$ cat config.mk
export PLATFORM = sky130hd
export DESIGN_NAME = adapter_axis_to_bram
export DESIGN_NICKNAME = d
export VERILOG_FILES = /design/src/rtl/adapter_pkg.sv /design/src/rtl/adapter_axis_to_bram.sv
export SDC_FILE = /design/constraint.sdc
export NUM_CORES = 1
export LEC_CHECK = 0
export CAP_MARGIN = 40
export CORE_MARGIN = 10
export CORE_UTILIZATION = 41
export CTS_BUF_LIST = sky130_fd_sc_hd__clkbuf_8
export DETAILED_ROUTE_END_ITERATION = 10
export PLACE_DENSITY = 0.79
export SLEW_MARGIN = 0
export SYNTH_ARGS = -nofsm -noshare
export SYNTH_HDL_FRONTEND = slang
export SYNTH_SLANG_ARGS = --single-unit
$ cat constraint.sdc
create_clock -name ACC_CLK -period 2.5 [get_ports ACC_CLK]
set_input_delay 0.25 -clock ACC_CLK [delete_from_list [all_inputs] [get_ports ACC_CLK]]
set_output_delay 0.25 -clock ACC_CLK [all_outputs]
set_load 0.005 [all_outputs]
$ cat src/rtl/adapter_pkg.sv
// ---------------------------------------------------------------------------
// adapter_pkg
// Shared definitions for the accelerator BRAM adapter blocks.
//   fill_state_t : encoding of the stream-to-BRAM fill FSM
//   BYTE_BITS    : bits per BRAM byte lane
//   we_width()   : number of byte write enables for a given data width, which
//                  is also the width of the all-ones write-enable pattern
// ---------------------------------------------------------------------------
package adapter_pkg;

    typedef enum logic [1:0] {
        ST_IDLE = 2'd0,
        ST_FILL = 2'd1,
        ST_DONE = 2'd2
    } fill_state_t;

    localparam int BYTE_BITS = 8;

    function automatic int we_width(input int data_width);
        return data_width / BYTE_BITS;
    endfunction

endpackage

$ cat src/rtl/adapter_axis_to_bram.sv
// ---------------------------------------------------------------------------
// adapter_axis_to_bram
// Fills the accelerator input BRAM from an AXI4-Stream. After a start pulse,
// each accepted beat is written at the next address starting from 0. The fill
// ends on tlast or when C_DATA_DEPTH words have been written, and done is then
// held until the next start.
//
// Ports
//   ACC_CLK, ARESET      clock and synchronous active-high reset
//   start                pulse, arms a fill (ignored while a fill is running)
//   CTRL_EN_INPUT_IF     adapter input mux select; stream is stalled when 0
//   s_axis_*             AXI4-Stream slave (tdata/tvalid/tlast/tready)
//   input_addr/din/we/en registered BRAM write port
//   done                 fill complete level
//   word_count           words written in the current or last fill
//   err                  sticky frame error
//
// Build option
//   ADAPTER_AXIS2BRAM_ERR_EN : when defined, err flags a frame whose tlast does
//   not coincide with the last BRAM word. When undefined, err is constant 0.
// ---------------------------------------------------------------------------
module adapter_axis_to_bram
    import adapter_pkg::*;
#(
    parameter int C_DATA_DEPTH = 16,
    parameter int C_ADDR_WIDTH = 4,
    parameter int C_DATA_WIDTH = 32
) (
    input  logic                          ACC_CLK,
    input  logic                          ARESET,
    input  logic                          start,
    input  logic                          CTRL_EN_INPUT_IF,
    input  logic [C_DATA_WIDTH-1:0]       s_axis_tdata,
    input  logic                          s_axis_tvalid,
    input  logic                          s_axis_tlast,
    output logic                          s_axis_tready,
    output logic [C_ADDR_WIDTH-1:0]       input_addr,
    output logic [C_DATA_WIDTH-1:0]       input_din,
    output logic [C_DATA_WIDTH/8-1:0]     input_we,
    output logic                          input_en,
    output logic                          done,
    output logic [C_ADDR_WIDTH:0]         word_count,
    output logic                          err
);

    localparam int WE_W = we_width(C_DATA_WIDTH);

    // Count value held while the final word of a full BRAM is being accepted.
    localparam logic [C_ADDR_WIDTH:0] COUNT_LAST = (C_ADDR_WIDTH + 1)'(C_DATA_DEPTH - 1);

    fill_state_t               state_reg;
    logic [C_ADDR_WIDTH:0]     count_reg;
    logic [C_ADDR_WIDTH-1:0]   addr_reg;
    logic [C_DATA_WIDTH-1:0]   din_reg;
    logic [WE_W-1:0]           we_reg;
    logic                      en_reg;
    logic                      done_reg;

    logic beat_accept;
    logic fill_full;

    // tready depends only on registered state and the mux select, so the
    // FSM leaves FILL one cycle after the final beat and nothing past the
    // last address can be accepted.
    assign s_axis_tready = (state_reg == ST_FILL) && CTRL_EN_INPUT_IF;
    assign beat_accept   = s_axis_tvalid && s_axis_tready;
    assign fill_full     = (count_reg == COUNT_LAST);

`ifdef ADAPTER_AXIS2BRAM_ERR_EN
    logic err_reg;
`endif

    always_ff @(posedge ACC_CLK) begin
        if (ARESET) begin
            state_reg <= ST_IDLE;
            count_reg <= '0;
            addr_reg  <= '0;
            din_reg   <= '0;
            we_reg    <= '0;
            en_reg    <= 1'b0;
            done_reg  <= 1'b0;
`ifdef ADAPTER_AXIS2BRAM_ERR_EN
            err_reg   <= 1'b0;
`endif
        end else begin
            // Write strobe lasts exactly one cycle per accepted beat.
            en_reg <= 1'b0;
            we_reg <= '0;

            case (state_reg)
                ST_IDLE, ST_DONE: begin
                    if (start) begin
                        state_reg <= ST_FILL;
                        count_reg <= '0;
                        done_reg  <= 1'b0;
`ifdef ADAPTER_AXIS2BRAM_ERR_EN
                        err_reg   <= 1'b0;
`endif
                    end
                end

                ST_FILL: begin
                    if (beat_accept) begin
                        en_reg    <= 1'b1;
                        we_reg    <= {WE_W{1'b1}};
                        addr_reg  <= count_reg[C_ADDR_WIDTH-1:0];
                        din_reg   <= s_axis_tdata;
                        count_reg <= count_reg + 1'b1;
                        if (s_axis_tlast || fill_full) begin
                            state_reg <= ST_DONE;
                            done_reg  <= 1'b1;
                        end
`ifdef ADAPTER_AXIS2BRAM_ERR_EN
                        // tlast without a full BRAM, or a full BRAM without
                        // tlast; both cases only occur on the final beat.
                        if (s_axis_tlast != fill_full) begin
                            err_reg <= 1'b1;
                        end
`endif
                    end
                end

                default: state_reg <= ST_IDLE;
            endcase
        end
    end

    assign input_addr = addr_reg;
    assign input_din  = din_reg;
    assign input_we   = we_reg;
    assign input_en   = en_reg;
    assign done       = done_reg;
    assign word_count = count_reg;

`ifdef ADAPTER_AXIS2BRAM_ERR_EN
    assign err = err_reg;
`else
    assign err = 1'b0;
`endif

endmodule
==> impl_metrics.toml, run 1 <==
[sta]
timing.hold.ws_ns = 0.456
min_period_ns = 1.87
final.setup.tns_ns = 0
final_setup_violation_count = 0
clock.fmax_ghz = 0.534
finalClockSkew_ns = 0.00231
count_of_final_max_slew_check_failures = 0
tightestPinTransition_ns = 0.830
final_hold_viol_count = 0
grt_setup_unrepaired = "no"
min_period_over_period_pct = 74.9
relSlewSlack_pct = 44.7

[worst_setup_path]
worst-setup-path-type = "reg -> reg"
timing.critical_path.from_type = "register"
setup.reg_to_reg.worst_slack_ns = 0.63
cp_data_arrival_time_ns = 2.02
timing.critical_path.to_type = "register"
worst_ep_required_time_ns = 2.65
reg2reg_to = "state_reg[1]"
worstReg2RegStart = "word_count[0]"
worst-path-max-fanout = 7
ff2ff_path_depth = 6

[pwr]
internal_power_uw = 1020
power_per_cell_area_mw_per_mm2 = 499
net-switching-power_uw = 287
power.switching_fraction_pct = 22.0
comb_power_share_pct = 12.2
clkPwrFrac_pct = 30.8
seqPwrFrac_pct = 57.0
p_leak_uw = 0.000932
irDropWorstVdd_mv = 0.332

[clock_tree]
numCtsBuffers = 5
post-cts-setup-buffers = 0
htree_levels = 2
clk_root_buffer_cell = "sky130_fd_sc_hd__clkbuf_8"
clock_latency_ns = 0.28
tritoncts = "yes"
cts-resized-gates = 0
cts_hold_buffers = 0
cts.sinks = 45
path_clk_slew_ns = 0.07
max-clock-path-buffers = 2

[finish]
n_diodes = 0
final_area_mm2 = 0.00262
largest_register_ffs = 32
finalNonFillerCells = 337
fin_nets = 326
area_growth_pct = 53.6
layout-drive-gt1-share_pct = 4.53

[global_routing]
grt_util_all_layers_pct = 13.2
grt.overflow.total = 0
grt_antenna_before_repair = 0
global_route_wire_length_before_repair_mm = 7.79
grt_pass1_vias = 1584
grt_start_max_net_pins = 46

[yosys]
syn-cell-area_mm2 = 0.00170
synth.distinct_cells = 26
synthDominantAreaCellType = "sky130_fd_sc_hd__dfxtp_1"
proportion_of_netlist_area_held_by_the_largest_area_contributor_pct = 52.9
synth_nets = 249
seq_area_frac_synth_pct = 52.9
synth.ff_latch_count = 45
synth.top_cells.by_area = "sky130_fd_sc_hd__dfxtp_1 (53%), sky130_fd_sc_hd__nand2_1 (17%), sky130_fd_sc_hd__a21oi_1 (12%), sky130_fd_sc_hd__buf_4 (2.6%), sky130_fd_sc_hd__clkbuf_1 (1.8%)"
post_syn_instances = 209
yosys_warning_total = 0
avgSynthCellArea_um2 = 8.15

[die]
placeableCoreArea_mm2 = 0.00400
placementRows = 23
die_height_um = 84.4
die-area_mm2 = 0.00713
initial_core_util_pct = 42.6
die_w_um = 84.4
floorplan.io_pins = 87

[hold_path]
min-delay-start = "input_din[25]"
holdPathStages = 2
hold_end = "input_din[25]"
worst_hold_path_type = "reg -> reg"

[route]
drt_pre_antenna_iters = 4
wirelength_mm = 4.77
vias = 1594
violation_count_after_the_first_detailed_route_iteration = 84
final_antenna_net_count = 0
wire_per_inst_um = 14.2
vias_per_cell = 4.73
drc_errors = 0

[placement]
dp_cells = 329
placed_cell_area_mm2 = 0.00253
hpwl_dp_mm = 3.59
buffer_ports.inserted = 85
gp_congestion = 0.724

[run]
max_cap_violations = 0

[outcome]
status = "finished clean"
cells by family (layout without fill, tap and decap cells):
kind of cell    count (synthesis)  in the layout  synth area share (%)
fa+ha+maj                       2              2                  1.47
simple gates                   94             94                  23.7
flops                          45             45                  52.9
other cells                     1              1                 0.220
compound gates                 46             46                  15.0
buf+inv                        21             99                  6.69
layout by cell type, fill, tap and decap left out, types with 2 or more instances in the layout:
| cell type | count |
|---|---|
| sky130_fd_sc_hd__buf_4 | 4 |
| sky130_fd_sc_hd__clkbuf_8 | 5 |
| sky130_fd_sc_hd__dfxtp_1 | 45 |
| sky130_fd_sc_hd__nor2_1 | 3 |
| sky130_fd_sc_hd__nand2b_1 | 4 |
| sky130_fd_sc_hd__a21oi_1 | 41 |
| sky130_fd_sc_hd__nand3_1 | 4 |
| sky130_fd_sc_hd__clkdlybuf4s50_1 | 84 |
| sky130_fd_sc_hd__ha_1 | 2 |
| sky130_fd_sc_hd__inv_1 | 5 |
| sky130_fd_sc_hd__nand2_1 | 75 |
power by group through the flow:
stage               sequential, uW  combinational (uW)  clock [uW]
detailed placement             761                 161           0
finish                         744                 159         402
floorplan                      762                57.7           0
CTS                            744                 162         421
global placement               760                 159           0
global route                   747                 175         455
metrics by stage:
stage | power, uW | utilization [%] | setup WS (ns)
after global routing | 1380 | 65.4 | 0.526
after CTS | 1330 | 65.4 | 0.628
final | 1310 | 65.4 | 0.628
after floorplan | 820 | - | 0.727
after detailed placement | 922 | 63.4 | 0.628
after global placement | 920 | 63.4 | 0.663
Yosys cell counts:
master / number
sky130_fd_sc_hd__inv_1: 2
sky130_fd_sc_hd__a22oi_1: 1
sky130_fd_sc_hd__and3_1: 1
sky130_fd_sc_hd__clkbuf_1: 8
sky130_fd_sc_hd__conb_1: 1
sky130_fd_sc_hd__nor2b_1: 1
sky130_fd_sc_hd__buf_4: 6
sky130_fd_sc_hd__nand2_1: 75
sky130_fd_sc_hd__a21oi_1: 41
sky130_fd_sc_hd__dfxtp_1: 45
sky130_fd_sc_hd__or4b_4: 1
sky130_fd_sc_hd__o211a_1: 1
sky130_fd_sc_hd__nor2_1: 3
sky130_fd_sc_hd__nor3_1: 1
sky130_fd_sc_hd__a311oi_2: 1
sky130_fd_sc_hd__buf_2: 4
sky130_fd_sc_hd__and4b_1: 1
sky130_fd_sc_hd__a41oi_1: 1
sky130_fd_sc_hd__nand2b_1: 4
sky130_fd_sc_hd__ha_1: 2
sky130_fd_sc_hd__a311oi_1: 1
sky130_fd_sc_hd__nor3_2: 1
sky130_fd_sc_hd__nand3_1: 4
sky130_fd_sc_hd__buf_6: 1
sky130_fd_sc_hd__and2_1: 1
sky130_fd_sc_hd__nand4b_1: 1
critical path, cell delays in order (launching register included):
cell,delay (ns)
sky130_fd_sc_hd__dfxtp_1,0.36
sky130_fd_sc_hd__ha_1,0.24
sky130_fd_sc_hd__and3_1,0.18
sky130_fd_sc_hd__ha_1,0.18
sky130_fd_sc_hd__or4b_4,0.52
sky130_fd_sc_hd__a22oi_1,0.20
sky130_fd_sc_hd__nor2_1,0.05
how the worst max path moves through the flow:
stage | startpoint | end | slack (ns) | cells after the start
floorplan | word_count[0] | state_reg[1] | 0.73 | 6
global placement | word_count[0] | state_reg[1] | 0.66 | 6
detailed placement | word_count[0] | state_reg[1] | 0.63 | 6
CTS | state_reg[0] | s_axis_tready | 0.63 | 3
global route | state_reg[0] | s_axis_tready | 0.53 | 3
finish | word_count[0] | state_reg[1] | 0.63 | 6
area by class of cell:
class | count | area [um^2]
inverters | 2 | 7.51
fillers | 359 | 1390
repair buffers | 89 | 876
multi-input cells | 143 | 688
flip-flops and latches | 45 | 901
clock buffers | 5 | 68.8
well taps | 50 | 62.6
clock inverters | 3 | 11.3
metal layers:
metal	GRT usage [%]	up-vias	wire length, um
met1	14.6	708	2070
met3	5.60	6	330
met5	0	-	0
met4	4.34	0	61
li1	-	828	-
met2	22.5	52	2310
No activity file was read; power rests on OpenSTA's default activity.
==> run 2, diff against run 1 <==
CORE_UTILIZATION = 37   (was 41)
PLACE_DENSITY = 0.75   (was 0.79)
clock period = 1.7 ns   (was 2.5 ns; I/O delays follow)
==> run 2 against run 1 <==
First-iteration DRC count down 38%; utilization down 3.4 points; critical path depth unchanged; register-to-register slack worse by 0.61 ns; largest power group unchanged; non-clock buffer count up 7; clock power up 55%; fmax up 11%; combinational power up 57%; clock skew about the same; wire length up 7.3%; die area up 8.2%; final area up 4.5%.
==> impl_metrics.toml, run 2 (synthesis gave the netlist of run 1 again) <==
[outcome]
status = "finished clean"

[die]
placementRows = 24
die_w_um = 87.8
die_height_um = 87.8
floorplan.io_pins = 87
placeableCoreArea_mm2 = 0.00441
initial_core_util_pct = 38.6
die-area_mm2 = 0.00772

[route]
vias_per_cell = 4.77
vias = 1649
wirelength_mm = 5.12
final_antenna_net_count = 0
wire_per_inst_um = 14.8
violation_count_after_the_first_detailed_route_iteration = 52
drt_pre_antenna_iters = 4
met1Wirelength_mm = 2.18
drc_errors = 0
route.top_layer_used = "met4"
met2_length_mm = 2.47
routed-wl-met3_um = 443

[worst_setup_path]
crit_path_max_incr_delay_ns = 0.50
worst_ep_required_time_ns = 1.87
timing.critical_path.from_type = "register"
crit_chain = "ha_4, and3_4, ha_4, or4b_4, a22oi_2, nor2_1"
worst_path_top_cell_family_by_delay = "simple AND/OR/NAND/NOR gates"
worst-setup-path-type = "reg -> reg"
timing.critical_path.to_type = "register"
critical_path.most_common_cell = "sky130_fd_sc_hd__ha_4"
critPathLaunch = "word_count[1]"
cp_data_arrival_time_ns = 1.85
worst-path-max-fanout = 3
critical_path.slowest_cell = "sky130_fd_sc_hd__or4b_4"
worstReg2RegStart = "word_count[1]"
cp_num_buf_inv = 0

[sta]
relSlewSlack_pct = 64.8
finalClockSkew_ns = 0.00196
final_hold_viol_count = 0
tightestPinTransition_ns = 0.528
final_setup_violation_count = 0
final.setup.tns_ns = 0
min_period_ns = 1.68
clock.fmax_ghz = 0.595
grt_setup_unrepaired = "yes"
count_of_final_max_slew_check_failures = 0
min_period_over_period_pct = 98.9
timing.hold.ws_ns = 0.335

[global_routing]
grt_pass1_vias = 1607
grt.overflow.total = 0
global_route_wire_length_before_repair_mm = 7.96
grt_util_all_layers_pct = 12.9
grt_antenna_before_repair = 0
grt_start_max_net_pins = 28

[clock_tree]
numCtsBuffers = 5
cts.sinks = 45
max-clock-path-buffers = 2
path_clk_slew_ns = 0.08
htree_levels = 2
clk_root_buffer_cell = "sky130_fd_sc_hd__clkbuf_8"
clock_latency_ns = 0.29
tritoncts = "yes"

[pwr]
power_per_cell_area_mw_per_mm2 = 720
irDropWorstVdd_mv = 0.517
internal_power_uw = 1510
comb_power_share_pct = 12.6
p_leak_uw = 0.000970
net-switching-power_uw = 458
seqPwrFrac_pct = 55.6
power.switching_fraction_pct = 23.3
clkPwrFrac_pct = 31.7

[finish]
final_area_mm2 = 0.00273
n_diodes = 0
largest_register_ffs = 32
most_used_cells_in_the_layout_excluding_fill_and_tap_cells = "sky130_fd_sc_hd__clkdlybuf4s50_1 (84), sky130_fd_sc_hd__nand2_1 (75), sky130_fd_sc_hd__dfxtp_1 (42)"
finalNonFillerCells = 346
layout_commonest_cell = "sky130_fd_sc_hd__clkdlybuf4s50_1"
layout-drive-gt1-share_pct = 10.2
area_growth_pct = 60.5
utilization_of_the_core_after_routing_pct = 61.9
layout.filler_cells = 395
fin_nets = 333

[placement]
gp_congestion = 0.791
placed_cell_area_mm2 = 0.00260
buffer_ports.inserted = 85
hpwl_dp_mm = 3.69
dp_cells = 337

[run]
max_cap_violations = 0

[hold_path]
min-delay-start = "ARESET"
worst_hold_path_type = "in -> reg"
-- run 2: cell type report --
type,count,area [um^2],share of cell area (%)
repair buffers,96,941,34.4
flip-flops and latches,45,907,33.2
multi-input cells,143,731,26.7
clock buffers,5,68.8,2.52
well taps,52,65.1,2.38
clock inverters,3,13.8,0.503
inverters,2,7.51,0.275
-- run 2: final timing paths --
path / endpoint / cells past startpoint / slack [ns]
min reg2reg: input_din[15] / 2 / 0.46
min: state_reg[1] / 2 / 0.33
max: state_reg[1] / 6 / 0.02
max reg2reg: state_reg[1] / 6 / 0.02
-- run 2: timing repair --
action	in CTS	in global routing
pin swaps	2	3
resized for setup	7	2
endpoints found under the setup margin	4	4
buffers inserted	0	1
gates cloned	0	0
hold buffers	0	0
-- run 2: through the flow --
stage | power [uW] | setup WS [ns]
2_1_floorplan | 1210 | 0.0293
3_3_place_gp | 1360 | 0.0218
3_5_place_dp | 1370 | -0.0264
4_1_cts | 2000 | -0.00146
5_1_grt | 2070 | -0.0391
6_report | 1970 | 0.0189
-- run 2: per-layer routing --
| layer | global-route usage [%] | vias to the layer above |
|---|---|---|
| met5 | 0 | - |
| li1 | - | 844 |
| met4 | 4.20 | 0 |
| met3 | 6.22 | 4 |
| met2 | 20.4 | 51 |
| met1 | 15.0 | 750 |
-- run 2: power by group through the flow --
stage | Clock [uW] | Sequential, uW | Combinational (uW)
floorplan | 0 | 1120 | 85.1
global placement | 0 | 1120 | 244
detailed placement | 0 | 1120 | 245
CTS | 654 | 1100 | 251
global route | 704 | 1100 | 272
finish | 624 | 1100 | 249
==> run 3, diff against run 2 <==
CORE_MARGIN = 1.5   (was 10)
==> run 3 against run 2 <==
Fmax increased by 1.4%; clock power decreased by 3.8%; flip-flop and latch count unchanged; clock skew increased by 0.0040 ns; sequential power about the same; first-iteration DRC count increased by 7.7%; global-route usage increased by 4.3 points; final cell count increased by 0.29%; clock-buffer cell count unchanged; non-clock buffer count increased by 1; largest cell class unchanged; largest power group unchanged.
==> impl_metrics.toml, run 3 (synthesis gave the netlist of run 1 again) <==
[outcome]
status = "finished clean"

[clock_tree]
clock_latency_ns = 0.29
post-cts-setup-buffers = 0
htree_levels = 2
clk_root_buffer_cell = "sky130_fd_sc_hd__clkbuf_8"
max-clock-path-buffers = 2
path_clk_slew_ns = 0.08
cts.sinks = 45
tritoncts = "yes"
cts_hold_buffers = 0
numCtsBuffers = 5

[sta]
finalClockSkew_ns = 0.00594
final_setup_violation_count = 0
final.setup.tns_ns = 0
grt_setup_unrepaired = "no"
clock.fmax_ghz = 0.603
min_period_ns = 1.66
min_period_over_period_pct = 97.5
count_of_final_max_slew_check_failures = 0
final_hold_viol_count = 0
timing.hold.ws_ns = 0.291

[finish]
layout.area.seq_um2 = 908
largest_register_ffs = 32
n_diodes = 0
layout_commonest_cell = "sky130_fd_sc_hd__clkdlybuf4s50_1"
utilization_of_the_core_after_routing_pct = 62.4
most_used_cells_in_the_layout_excluding_fill_and_tap_cells = "sky130_fd_sc_hd__clkdlybuf4s50_1 (84), sky130_fd_sc_hd__nand2_1 (75), sky130_fd_sc_hd__dfxtp_1 (41)"
finalNonFillerCells = 347
layout.filler_cells = 400
multiInputGateArea_um2 = 724
area_growth_pct = 60.5
fin_nets = 334
layout-drive-gt1-share_pct = 10.5

[route]
wirelength_mm = 4.19
vias = 1644
drc_errors = 0
drt_pre_antenna_iters = 4
violation_count_after_the_first_detailed_route_iteration = 56
final_antenna_net_count = 0
vias_per_cell = 4.74
wire_per_inst_um = 12.1

[global_routing]
grt_start_max_net_pins = 24
grt_util_all_layers_pct = 17.2
grt_antenna_before_repair = 0
grt.overflow.total = 0
global_route_wire_length_before_repair_mm = 6.98
grt_pass1_vias = 1558

[worst_setup_path]
timing.critical_path.from_type = "register"
timing.critical_path.to_type = "register"
cp_data_arrival_time_ns = 1.84
worst-setup-path-type = "reg -> reg"
worst_ep_required_time_ns = 1.88
worst-path-max-fanout = 3

[die]
placementRows = 24
floorplan.io_pins = 87
initial_core_util_pct = 38.8
die_w_um = 70.8
placeableCoreArea_mm2 = 0.00438
die-area_mm2 = 0.00502
die_height_um = 70.8

[placement]
gp_congestion = 0.759
dp_cells = 339
buffer_ports.inserted = 85
hpwl_dp_mm = 2.95

[pwr]
power_per_cell_area_mw_per_mm2 = 711
irDropWorstVdd_mv = 0.381
p_leak_uw = 0.000976

[hold_path]
worst_hold_path_type = "in -> reg"

[run]
max_cap_violations = 0
[run 3: changes by cell type in the layout (fill, tap and decap cells not counted), sizes merged]
cell	change
clkinv	-2
buf	+1
inv	+2
[run 3: timing repair]
action                                  in CTS  in global routing
resized for setup                            5                  5
pin swaps                                    2                  1
endpoints found under the setup margin       3                  4
[run 3: final timing paths]
check | from | endpoint | slack [ns] | cells after the start
max | word_count[1] | state_reg[1] | 0.04 | 6
min | ARESET | input_we[2] | 0.29 | 2
max reg2reg | word_count[1] | state_reg[1] | 0.04 | 6
min reg2reg | input_din[25] | input_din[25] | 0.45 | 2
[run 3: area by class of cell]
class / count / share of cell area (%)
timing repair buffer: 97 / 34.7
clock buffer: 5 / 2.52
clock inverter: 3 / 0.412
multi-input combinational: 143 / 26.5
sequential: 45 / 33.2
inverter: 2 / 0.275
tap: 52 / 2.38
[run 3: where the power goes]
| part | switching (uW) | internal, uW | leakage (uW) |
|---|---|---|---|
| sequential | 15.7 | 1080 | 0.000366 |
| clock | 325 | 274 | 0.0000519 |
| combinational | 93.1 | 155 | 0.000558 |
[run 3: metrics by stage]
step,setup slack [ns],cell area (um^2),power [uW]
global placement,0.0389,2620,1360
floorplan,0.0293,1710,1210
global route,0.0104,2730,2040
detailed placement,0.00476,2620,1360
CTS,0.000135,2720,1970
finish,0.0422,2730,1940
[run 3: layer usage]
layer / vias up / share of wire [%] / global-route usage [%] / routed length [um]
li1: 850 / - / - / -
met1: 739 / 44 / 21.4 / 1860
met2: 50 / 48 / 28.6 / 2000
met3: 5 / 6.7 / 5.13 / 282
met4: 0 / 1.3 / 5.66 / 55
met5: - / 0 / 0 / 0
[run 3: critical path, cell delays in order, from the launching register on]
cell and delay (ns):
sky130_fd_sc_hd__dfxtp_2 0.34, sky130_fd_sc_hd__ha_4 0.16, sky130_fd_sc_hd__and3_4 0.17, sky130_fd_sc_hd__ha_2 0.15
sky130_fd_sc_hd__or4b_4 0.51, sky130_fd_sc_hd__a22oi_2 0.17, sky130_fd_sc_hd__nor2_1 0.05
